**src/rtl/qspi_arb_pkg.sv**
```systemverilog
// ============================================================================
// Module      : qspi_arb_pkg
// Description : Shared definitions for the QSPI read arbiter: FSM state
//               encoding and requester index constants.
// Revision    : 1.0 - initial release
// ============================================================================
`default_nettype none
`timescale 1ns/1ps

package qspi_arb_pkg;

    typedef logic [2:0] arb_state_t;

    localparam arb_state_t ST_IDLE   = 3'd0;
    localparam arb_state_t ST_LAUNCH = 3'd1;
    localparam arb_state_t ST_RUN_I  = 3'd2;
    localparam arb_state_t ST_RUN_D  = 3'd3;
    localparam arb_state_t ST_HALT   = 3'd4;

    localparam logic REQ_I = 1'b0;
    localparam logic REQ_D = 1'b1;

endpackage

`default_nettype wire

```
**src/rtl/qspi_arb_addr_track.sv**
```systemverilog
// ============================================================================
// Module      : qspi_arb_addr_track
// Description : Next-address register for one requester stream. Loaded with
//               the start address at launch, advanced by one data beat per
//               consumed beat, wrapping modulo 2^ADDR_BITS.
// Ports       : clk, rst       - clock, asynchronous active-high reset
//               load/load_addr - load the stream start address
//               beat           - one beat consumed this cycle
//               next_addr      - address of the next unread byte
// Revision    : 1.0 - initial release
// ============================================================================
`default_nettype none
`timescale 1ns/1ps

module qspi_arb_addr_track
    import qspi_arb_pkg::*;
#(
    parameter int ADDR_BITS        = 24,
    parameter int DATA_WIDTH_BYTES = 2
) (
    input  logic                 clk,
    input  logic                 rst,
    input  logic                 load,
    input  logic [ADDR_BITS-1:0] load_addr,
    input  logic                 beat,
    output logic [ADDR_BITS-1:0] next_addr
);

    localparam logic [ADDR_BITS-1:0] c_step = ADDR_BITS'(DATA_WIDTH_BYTES);

    logic [ADDR_BITS-1:0] r_next;

    // Addition at ADDR_BITS width gives the modulo wrap for free.
    always_ff @(posedge clk or posedge rst) begin
        if (rst) begin
            r_next <= '0;
        end else if (load) begin
            r_next <= load_addr;
        end else if (beat) begin
            r_next <= r_next + c_step;
        end
    end

    assign next_addr = r_next;

endmodule

`default_nettype wire

```
**src/rtl/qspi_read_arbiter.sv**
```systemverilog
// ============================================================================
// Module      : qspi_read_arbiter
// Description : Shares one read-only QSPI flash controller between an
//               instruction-fetch requester (I) and a data-load requester (D).
//               D has priority and pre-empts a running I stream. Each stream's
//               next address is tracked; ctl_addr shows the current owner's.
// Ports       : i_* / d_*  - requester handshakes (addr, start, stall, stop,
//                            ready) plus i_abort pre-emption pulse
//               ctl_*      - controller strobes, address, data and status
//               data_out   - controller data passed through
// Config      : QSPI_ARB_RESUME_EN - when defined, a pre-empted I stream is
//               relaunched automatically at its saved next address instead
//               of being aborted.
// Revision    : 1.0 - initial release
// ============================================================================
`default_nettype none
`timescale 1ns/1ps

module qspi_read_arbiter
    import qspi_arb_pkg::*;
#(
    parameter int ADDR_BITS        = 24,
    parameter int DATA_WIDTH_BYTES = 2
) (
    input  logic                          clk,
    input  logic                          rst,
    input  logic [ADDR_BITS-1:0]          i_addr,
    input  logic                          i_start,
    input  logic                          i_stall,
    input  logic                          i_stop,
    output logic                          i_ready,
    output logic                          i_abort,
    input  logic [ADDR_BITS-1:0]          d_addr,
    input  logic                          d_start,
    input  logic                          d_stall,
    input  logic                          d_stop,
    output logic                          d_ready,
    output logic [DATA_WIDTH_BYTES*8-1:0] data_out,
    output logic [ADDR_BITS-1:0]          ctl_addr,
    output logic                          ctl_start,
    output logic                          ctl_stall,
    output logic                          ctl_stop,
    input  logic [DATA_WIDTH_BYTES*8-1:0] ctl_data,
    input  logic                          ctl_ready,
    input  logic                          ctl_busy
);

    arb_state_t           r_state;
    arb_state_t           w_state_nxt;
    logic                 r_owner;
    logic                 r_pend_i;
    logic                 r_pend_d;
    logic [ADDR_BITS-1:0] r_pend_addr_i;
    logic [ADDR_BITS-1:0] r_pend_addr_d;
    logic                 r_halt_first;   // first HALT cycle: stop strobe
    logic                 r_preempt;      // current HALT caused by D pre-empting I

    logic                 w_run_i;
    logic                 w_run_d;
    logic                 w_beat_i;
    logic                 w_beat_d;
    logic                 w_d_want;
    logic                 w_preempt;
    logic                 w_can_exit;
    logic                 w_arb_ok;
    logic                 w_launch_i;
    logic                 w_launch_d;
    logic                 w_launch;
    logic [ADDR_BITS-1:0] w_next_i;
    logic [ADDR_BITS-1:0] w_next_d;

    assign w_run_i  = (r_state == ST_RUN_I);
    assign w_run_d  = (r_state == ST_RUN_D);
    assign w_beat_i = w_run_i & ctl_ready & ~i_stall;
    assign w_beat_d = w_run_d & ctl_ready & ~d_stall;

    // D wants the controller if it asks now or is still waiting (and not
    // withdrawing the request this cycle).
    assign w_d_want  = d_start | (r_pend_d & ~d_stop);
    // A stop or restart from I ends the stream on its own terms; only a
    // plain D request while I runs counts as pre-emption.
    assign w_preempt = w_run_i & ~i_stop & ~i_start & w_d_want;

    // Leaving HALT waits one cycle past the stop strobe and for the
    // controller to report idle.
    assign w_can_exit = (r_state == ST_HALT) & ~r_halt_first & ~ctl_busy;
    assign w_arb_ok   = (r_state == ST_IDLE) | w_can_exit;
    assign w_launch_d = w_arb_ok & r_pend_d;
    assign w_launch_i = w_arb_ok & ~r_pend_d & r_pend_i;
    assign w_launch   = w_launch_d | w_launch_i;

    always_comb begin
        w_state_nxt = r_state;
        case (r_state)
            ST_IDLE: begin
                if (w_launch) begin
                    w_state_nxt = ST_LAUNCH;
                end
            end
            ST_LAUNCH: begin
                w_state_nxt = (r_owner == REQ_D) ? ST_RUN_D : ST_RUN_I;
            end
            ST_RUN_I: begin
                if (i_stop || i_start || w_d_want) begin
                    w_state_nxt = ST_HALT;
                end
            end
            ST_RUN_D: begin
                if (d_stop || d_start) begin
                    w_state_nxt = ST_HALT;
                end
            end
            ST_HALT: begin
                if (w_can_exit) begin
                    w_state_nxt = w_launch ? ST_LAUNCH : ST_IDLE;
                end
            end
            default: begin
                w_state_nxt = ST_IDLE;
            end
        endcase
    end

    always_ff @(posedge clk or posedge rst) begin
        if (rst) begin
            r_state      <= ST_IDLE;
            r_owner      <= REQ_I;
            r_halt_first <= 1'b0;
            r_preempt    <= 1'b0;
        end else begin
            r_state      <= w_state_nxt;
            r_halt_first <= (w_state_nxt == ST_HALT) && (r_state != ST_HALT);
            if (w_launch) begin
                r_owner <= w_launch_d ? REQ_D : REQ_I;
            end
            // Cause is captured on HALT entry and held for the whole HALT.
            if (r_state != ST_HALT) begin
                r_preempt <= w_preempt;
            end
        end
    end

    // A new start always wins (it overwrites the address even if the bit is
    // being cleared by a launch in the same cycle).
    always_ff @(posedge clk or posedge rst) begin
        if (rst) begin
            r_pend_d      <= 1'b0;
            r_pend_addr_d <= '0;
        end else if (d_start) begin
            r_pend_d      <= 1'b1;
            r_pend_addr_d <= d_addr;
        end else if (w_launch_d || d_stop) begin
            r_pend_d      <= 1'b0;
        end
    end

    always_ff @(posedge clk or posedge rst) begin
        if (rst) begin
            r_pend_i      <= 1'b0;
            r_pend_addr_i <= '0;
        end else if (i_start) begin
            r_pend_i      <= 1'b1;
            r_pend_addr_i <= i_addr;
        end else if (w_launch_i || i_stop) begin
            r_pend_i      <= 1'b0;
`ifdef QSPI_ARB_RESUME_EN
        end else if (r_halt_first && r_preempt && !r_pend_i) begin
            // Tracker already includes any beat taken in the pre-empt cycle.
            r_pend_i      <= 1'b1;
            r_pend_addr_i <= w_next_i;
`endif
        end
    end

    qspi_arb_addr_track #(
        .ADDR_BITS        (ADDR_BITS),
        .DATA_WIDTH_BYTES (DATA_WIDTH_BYTES)
    ) u_track_i (
        .clk       (clk),
        .rst       (rst),
        .load      (w_launch_i),
        .load_addr (r_pend_addr_i),
        .beat      (w_beat_i),
        .next_addr (w_next_i)
    );

    qspi_arb_addr_track #(
        .ADDR_BITS        (ADDR_BITS),
        .DATA_WIDTH_BYTES (DATA_WIDTH_BYTES)
    ) u_track_d (
        .clk       (clk),
        .rst       (rst),
        .load      (w_launch_d),
        .load_addr (r_pend_addr_d),
        .beat      (w_beat_d),
        .next_addr (w_next_d)
    );

    always_comb begin
        ctl_stall = 1'b0;
        if (w_run_i) begin
            ctl_stall = i_stall;
        end else if (w_run_d) begin
            ctl_stall = d_stall;
        end
    end

    assign ctl_start = (r_state == ST_LAUNCH);
    assign ctl_stop  = r_halt_first;
    assign ctl_addr  = (r_owner == REQ_D) ? w_next_d : w_next_i;
    assign i_ready   = w_run_i & ctl_ready;
    assign d_ready   = w_run_d & ctl_ready;
    assign data_out  = ctl_data;

`ifdef QSPI_ARB_RESUME_EN
    assign i_abort = 1'b0;
`else
    assign i_abort = r_halt_first & r_preempt;
`endif

endmodule

`default_nettype wire

```
**config.mk**
```make
export PLATFORM = sky130hd
export DESIGN_NAME = qspi_read_arbiter
export DESIGN_NICKNAME = d
export VERILOG_FILES = /design/src/rtl/qspi_arb_pkg.sv /design/src/rtl/qspi_arb_addr_track.sv /design/src/rtl/qspi_read_arbiter.sv
export SDC_FILE = /design/constraint.sdc
export NUM_CORES = 1
export LEC_CHECK = 0
export CORE_ASPECT_RATIO = 0.7
export CORE_UTILIZATION = 36
export DETAILED_ROUTE_END_ITERATION = 10
export HOLD_SLACK_MARGIN = 0.03
export PLACE_DENSITY_LB_ADDON = 0.08
export SYNTH_ARGS = -nofsm -noshare
export SYNTH_HDL_FRONTEND = slang
export SYNTH_HIERARCHICAL = 1
export SYNTH_SLANG_ARGS = --single-unit
```
**constraint.sdc**
```tcl
create_clock -name clk -period 2.9 [get_ports clk]
set_input_delay 0.29 -clock clk [delete_from_list [all_inputs] [get_ports clk]]
set_output_delay 0.29 -clock clk [all_outputs]
set_load 0.005 [all_outputs]
```
==> results.md, run 1 <==
- The reported leakage power is 0.002667 uW.
- The share of the Yosys chip area taken by registers is 0.4750.
- The critical path capture point type is a flip-flop.
- The number of clock buffers added by TritonCTS is 9.
- The placed instances occupy a cell area of between 6000 and 7000 sq um.
- The count of buffering cells on the critical path with inverters included is 0.
- The gate family responsible for the most delay along the worst path is simple AND/OR/NAND/NOR gates.
- The flip-flop and latch count after synthesis is 104.
- Setup violations remaining at the end of the flow were counted as 0.
- In this run the mean area of a mapped cell was 10.85 sq um.
- For flop-to-flop paths, the worst setup slack is 0.36 ns.
- The number of resized instances in the post-cts repair step is 0.
- The compound-gate portion of the synthesized area is 0.06600.
- The simple-gate area share of the yosys netlist is 0.1736.
- The total count of hold-check failures in the final report is 0.
- During synthesis, Yosys emitted a total of 6 warnings.
- The HPWL after detailed placement is ~9.1 mm.
- Based on the critical path, the design can be clocked at up to 0.3936 GHz.
- The finished layout holds 776 standard cells, fillers aside.
- The worst setup slack after layout is 0.3596 ns.
- Measured against the total synthesized area, the mux share comes to 0.1777.
- The vias after detailed routing is 3951.
- Relative to the synthesized area, the layout overhead comes to 23.36%.
- The clock period could shrink to roughly 2.5 ns.
- The final non-filler cell area is 6759 sq um.
- The critical path data arrival time is ~2.8 ns.
- The final period utilization is 0.8760.
- The cell count after placement is 761.
- Setup repair after global routing left no endpoint under its margin.
- The slowest stage of the critical path is the sky130_fd_sc_hd__nor4_4 cell.
- The post-route setup TNS is 0 ns.
- The area share of the leading cell type in the synthesized netlist is 0.4750.
- The number of cells produced by synthesis is between 500 and 600.
- Counting buffers and inverters, the worst setup path is 7 cells deep.
- The cell at the root of the clock tree is sky130_fd_sc_hd__clkbuf_16.
- The length of the first detailed-routing pass in iterations is 4.
- Power spread over the standard cell area amounts to 841.3 nW/um^2.
- Wires add up to between 10 and 15 mm.
- The floorplan step set the die height to ~110 um.
- Counting distinct cell types in the post-synthesis netlist gives 39.
- By area, the combinational part of the netlist is dominated by multiplexers.
- The net count of the finished layout is 653.
- For this run, the total global-route usage over all layers was measured as 0.1696.
- Clock-pin slew was measured on the worst setup and hold paths at 0.07 ns.
- The total die area is about 16000 sq um.
- The initial antenna violation count is 0.
- The number of buffers inserted by post-CTS setup repair is 0.
- For this run the aggregate overflow at the end of global routing stands at 0.
- The cell area after synthesis is 5479 sq um.
- The worst setup timing slack at the placement stage is 0.2979 ns.
- The number of antenna cells inserted is 0.
- For this run, asynchronously set or reset flops after synthesis account for 1.000.
- At the pin with the least slew margin, the transition time is 0.9580 ns.
- The number of ports placed on the die boundary is 120.
- The clock passes through at most 2 buffers.
- The number of flops mapped to enable cells by yosys is 0.
- The number of cell instances on the worst register-to-register path is 7.
- The placeable core region is 14770 sq um.
- The ratio of cells with drive above 1 in the final layout is 0.2065.
- Walking the worst path, the cells encountered are and2b_1, and3_1, and2b_1, nand3_1, nor4_4, mux2i_1, nand3_1.
- After synthesis, the cell types taking the most area are sky130_fd_sc_hd__dfrtp_1 47%, sky130_fd_sc_hd__mux2_2 15%, sky130_fd_sc_hd__nand2_1 3.8%.
- The destination of the critical timing path is u_track_d/next_addr[21].
- STA classifies the critical path startpoint as a flip-flop.
- Port buffering added 87 buffers.
- In this run the worst path has a maximum fanout of 7.
- Ranked by instance count, the synthesized netlist is headed by 104 x sky130_fd_sc_hd__dfrtp_1, 74 x sky130_fd_sc_hd__mux2_2, 55 x sky130_fd_sc_hd__nand2_1, 38 x sky130_fd_sc_hd__o21ai_0.
- For this run, the share of the core covered by cells in the final layout is 0.4577.
- The worst register-to-register path ends at u_track_d/next_addr[21].
- The initial utilization of the core area, before any placement, comes to 0.3710.
- Of all cell types, the one taking the most synthesized area is sky130_fd_sc_hd__dfrtp_1.
- The clock reaches the later pin of the worst-skew pair after approximately 0.34 ns.
- Dividing the detail-routed wire length by the instance count gives around 16 um.
- The first element of the critical path is r_state[2].
- Data on the critical path is required at its endpoint by 3.12 ns.
- The CTS sink count is 104.
- The initial detailed-routing violation count is around 150.
- Of the total synthesized cell area, the portion taken by full adders, half adders and majority gates is 0.004567.
- Across the run, the number of max-cap violations was 0.
- The flow ran to the end, and the final reports show no timing, DRC or antenna violations.
- The worst hold path belongs to the class in -> async.
- Of the total synthesized cell area, the portion taken by XOR and XNOR cells is 0.04796.
- Entering global routing, the biggest net connects 57 pins.
- On the worst path, the slowest cell contributes a delay of 0.59 ns.
- Routability-driven placement finished with a final weighted congestion of 0.8191.
- The H-tree level count is 3.
- The number of max-slew violations in the final report is 0.
- The wire length of the first global-routing pass is 20.76 mm.
- The number of global-route vias before repair is 4164.
- The headroom to the max-slew limit is 0.3606.
- The TritonCTS clock tree is yes.
- The worst voltage drop across the vdd grid is 0.0003396 V.
- The critical path start-end classification is reg -> reg.
- The floorplan has 37 rows.
- Measured along the x axis, the die boundary spans ~150 um.
- When the netlist entered floorplanning its net count stood at 581.
- In the routed design, unresolved DRC markers number 0.
- Yosys instantiated no cell more often than sky130_fd_sc_hd__dfrtp_1.
- The count of nets left with antenna violations once routing finished came out at 0.
- Among all flip-flop cells after synthesis, the most frequent one is sky130_fd_sc_hd__dfrtp_1.
- The startpoint identified for the worst register-to-register timing path is r_state[2].
- The number of vias per cell after detailed routing is 5.091.
- The worst-case clock skew is 0.006470 ns.
- The post-cts hold buffer count is 0.
==> stage by stage <==
stage | power, uW | hold WS [ns]
finish | 5686 | 0.3958
global route | 6124 | 0.4388
CTS | 5768 | 0.4009
detailed placement | 4584 | 0.4718
global placement | 4550 | 0.4684
floorplan | 3611 | 0.3046
==> routing by layer <==
metal	track usage	routed length [um]	vias up
met2	0.2722	5712	84
li1	-	-	1911
met5	0	0	-
met4	0.03936	85	0
met1	0.2306	6027	1947
met3	0.03983	579	9
==> worst min-delay path by stage <==
stage,startpoint,endpoint,slack [ns],cells past startpoint
final,rst,r_pend_addr_d[13],0.40,3
after CTS,rst,u_track_d/next_addr[4],0.40,3
after detailed placement,r_pend_addr_i[15],u_track_i/next_addr[15],0.47,2
after global placement,r_pend_addr_i[15],u_track_i/next_addr[15],0.47,2
after global routing,rst,u_track_d/next_addr[6],0.44,3
after floorplan,rst,u_track_d/next_addr[0],0.30,1
==> layout make-up <==
class                   instances  area [sq um]
multi-input cells             346          2576
repair buffers                 99         998.5
inverters                      17         63.81
clock buffers                  12         256.5
clock inverters                 3         17.52
well taps                     195         244.0
flip-flops and latches        104          2603
fillers                      1406          8009
==> cell usage in the layout (no fill, tap or decap), types with 2 or more instances in the layout <==
master	n
sky130_fd_sc_hd__dfrtp_1	104
sky130_fd_sc_hd__clkdlybuf4s50_1	87
sky130_fd_sc_hd__mux2_2	74
sky130_fd_sc_hd__nand2_1	55
sky130_fd_sc_hd__o21ai_0	38
sky130_fd_sc_hd__xnor2_1	22
sky130_fd_sc_hd__nor2_1	20
sky130_fd_sc_hd__nand3_1	17
sky130_fd_sc_hd__inv_1	16
sky130_fd_sc_hd__mux2i_1	14
sky130_fd_sc_hd__nor3_1	14
sky130_fd_sc_hd__nor4_1	12
sky130_fd_sc_hd__nand4_1	10
sky130_fd_sc_hd__nor2b_1	9
sky130_fd_sc_hd__clkbuf_16	9
sky130_fd_sc_hd__buf_4	9
sky130_fd_sc_hd__xor2_1	8
sky130_fd_sc_hd__nand2b_1	4
sky130_fd_sc_hd__and3_1	4
sky130_fd_sc_hd__nand4_4	4
sky130_fd_sc_hd__nor4_4	4
sky130_fd_sc_hd__a31o_2	4
sky130_fd_sc_hd__a31oi_1	4
sky130_fd_sc_hd__a22oi_1	4
sky130_fd_sc_hd__and2_1	3
sky130_fd_sc_hd__a21oi_1	3
sky130_fd_sc_hd__buf_12	3
sky130_fd_sc_hd__o21ai_1	2
sky130_fd_sc_hd__o211ai_1	2
sky130_fd_sc_hd__nor4b_2	2
sky130_fd_sc_hd__and2b_1	2
sky130_fd_sc_hd__clkbuf_8	2
sky130_fd_sc_hd__clkinv_2	2
sky130_fd_sc_hd__nand4_2	2
sky130_fd_sc_hd__o21ai_2	2
sky130_fd_sc_hd__ha_1	2
==> worst register-to-register path: stages (launching register included) <==
cell	delay, ns
sky130_fd_sc_hd__dfrtp_1	0.43
sky130_fd_sc_hd__and2b_1	0.26
sky130_fd_sc_hd__and3_1	0.18
sky130_fd_sc_hd__and2b_1	0.35
sky130_fd_sc_hd__nand3_1	0.27
sky130_fd_sc_hd__nor4_4	0.60
sky130_fd_sc_hd__mux2i_1	0.25
sky130_fd_sc_hd__nand3_1	0.09
==> state kept, by name (all words and copies together) (netlist names) <==
register	count
ctl_stop	1
r_state	3
u_track_d/next_addr	24
r_pend_addr_i	24
u_track_i/next_addr	24
r_pend_addr_d	24
r_pend_d	1
r_preempt	1
r_pend_i	1
r_owner	1
==> kinds of logic after synthesis <==
kind of cell             count (synthesis)
AND/OR/NAND/NOR                        164
flip-flops                             104
multiplexers                            88
AO/OA/AOI/OAI                           62
buffers and inverters                   55
XOR/XNOR                                30
adder cells (fa/ha/maj)                  2
==> power breakdown <==
group / leakage [uW] / internal, uW / switching, uW
registers: 0.00122 / 1840 / 575
clock network: 0.000134 / 622 / 520
logic: 0.00131 / 1210 / 915
No activity file was read; power rests on OpenSTA's default activity.
==> run 2: changes to the inputs <==
==> constraint.sdc (replaced) <==
create_clock -name clk -period 2.9 [get_ports clk]
set_input_delay 0.29 -clock clk [delete_from_list [all_inputs] [get_ports clk]]
set_output_delay 0.29 -clock clk [all_outputs]
set_load 0.01 [all_outputs]
==> results of run 2 <==
The final DEF is identical to that of run 1. Status: finished clean.
Among the figures that moved: total power 5686 uW -> 5779 uW; worst IR drop on VDD 0.0003396 V -> 0.0003767 V
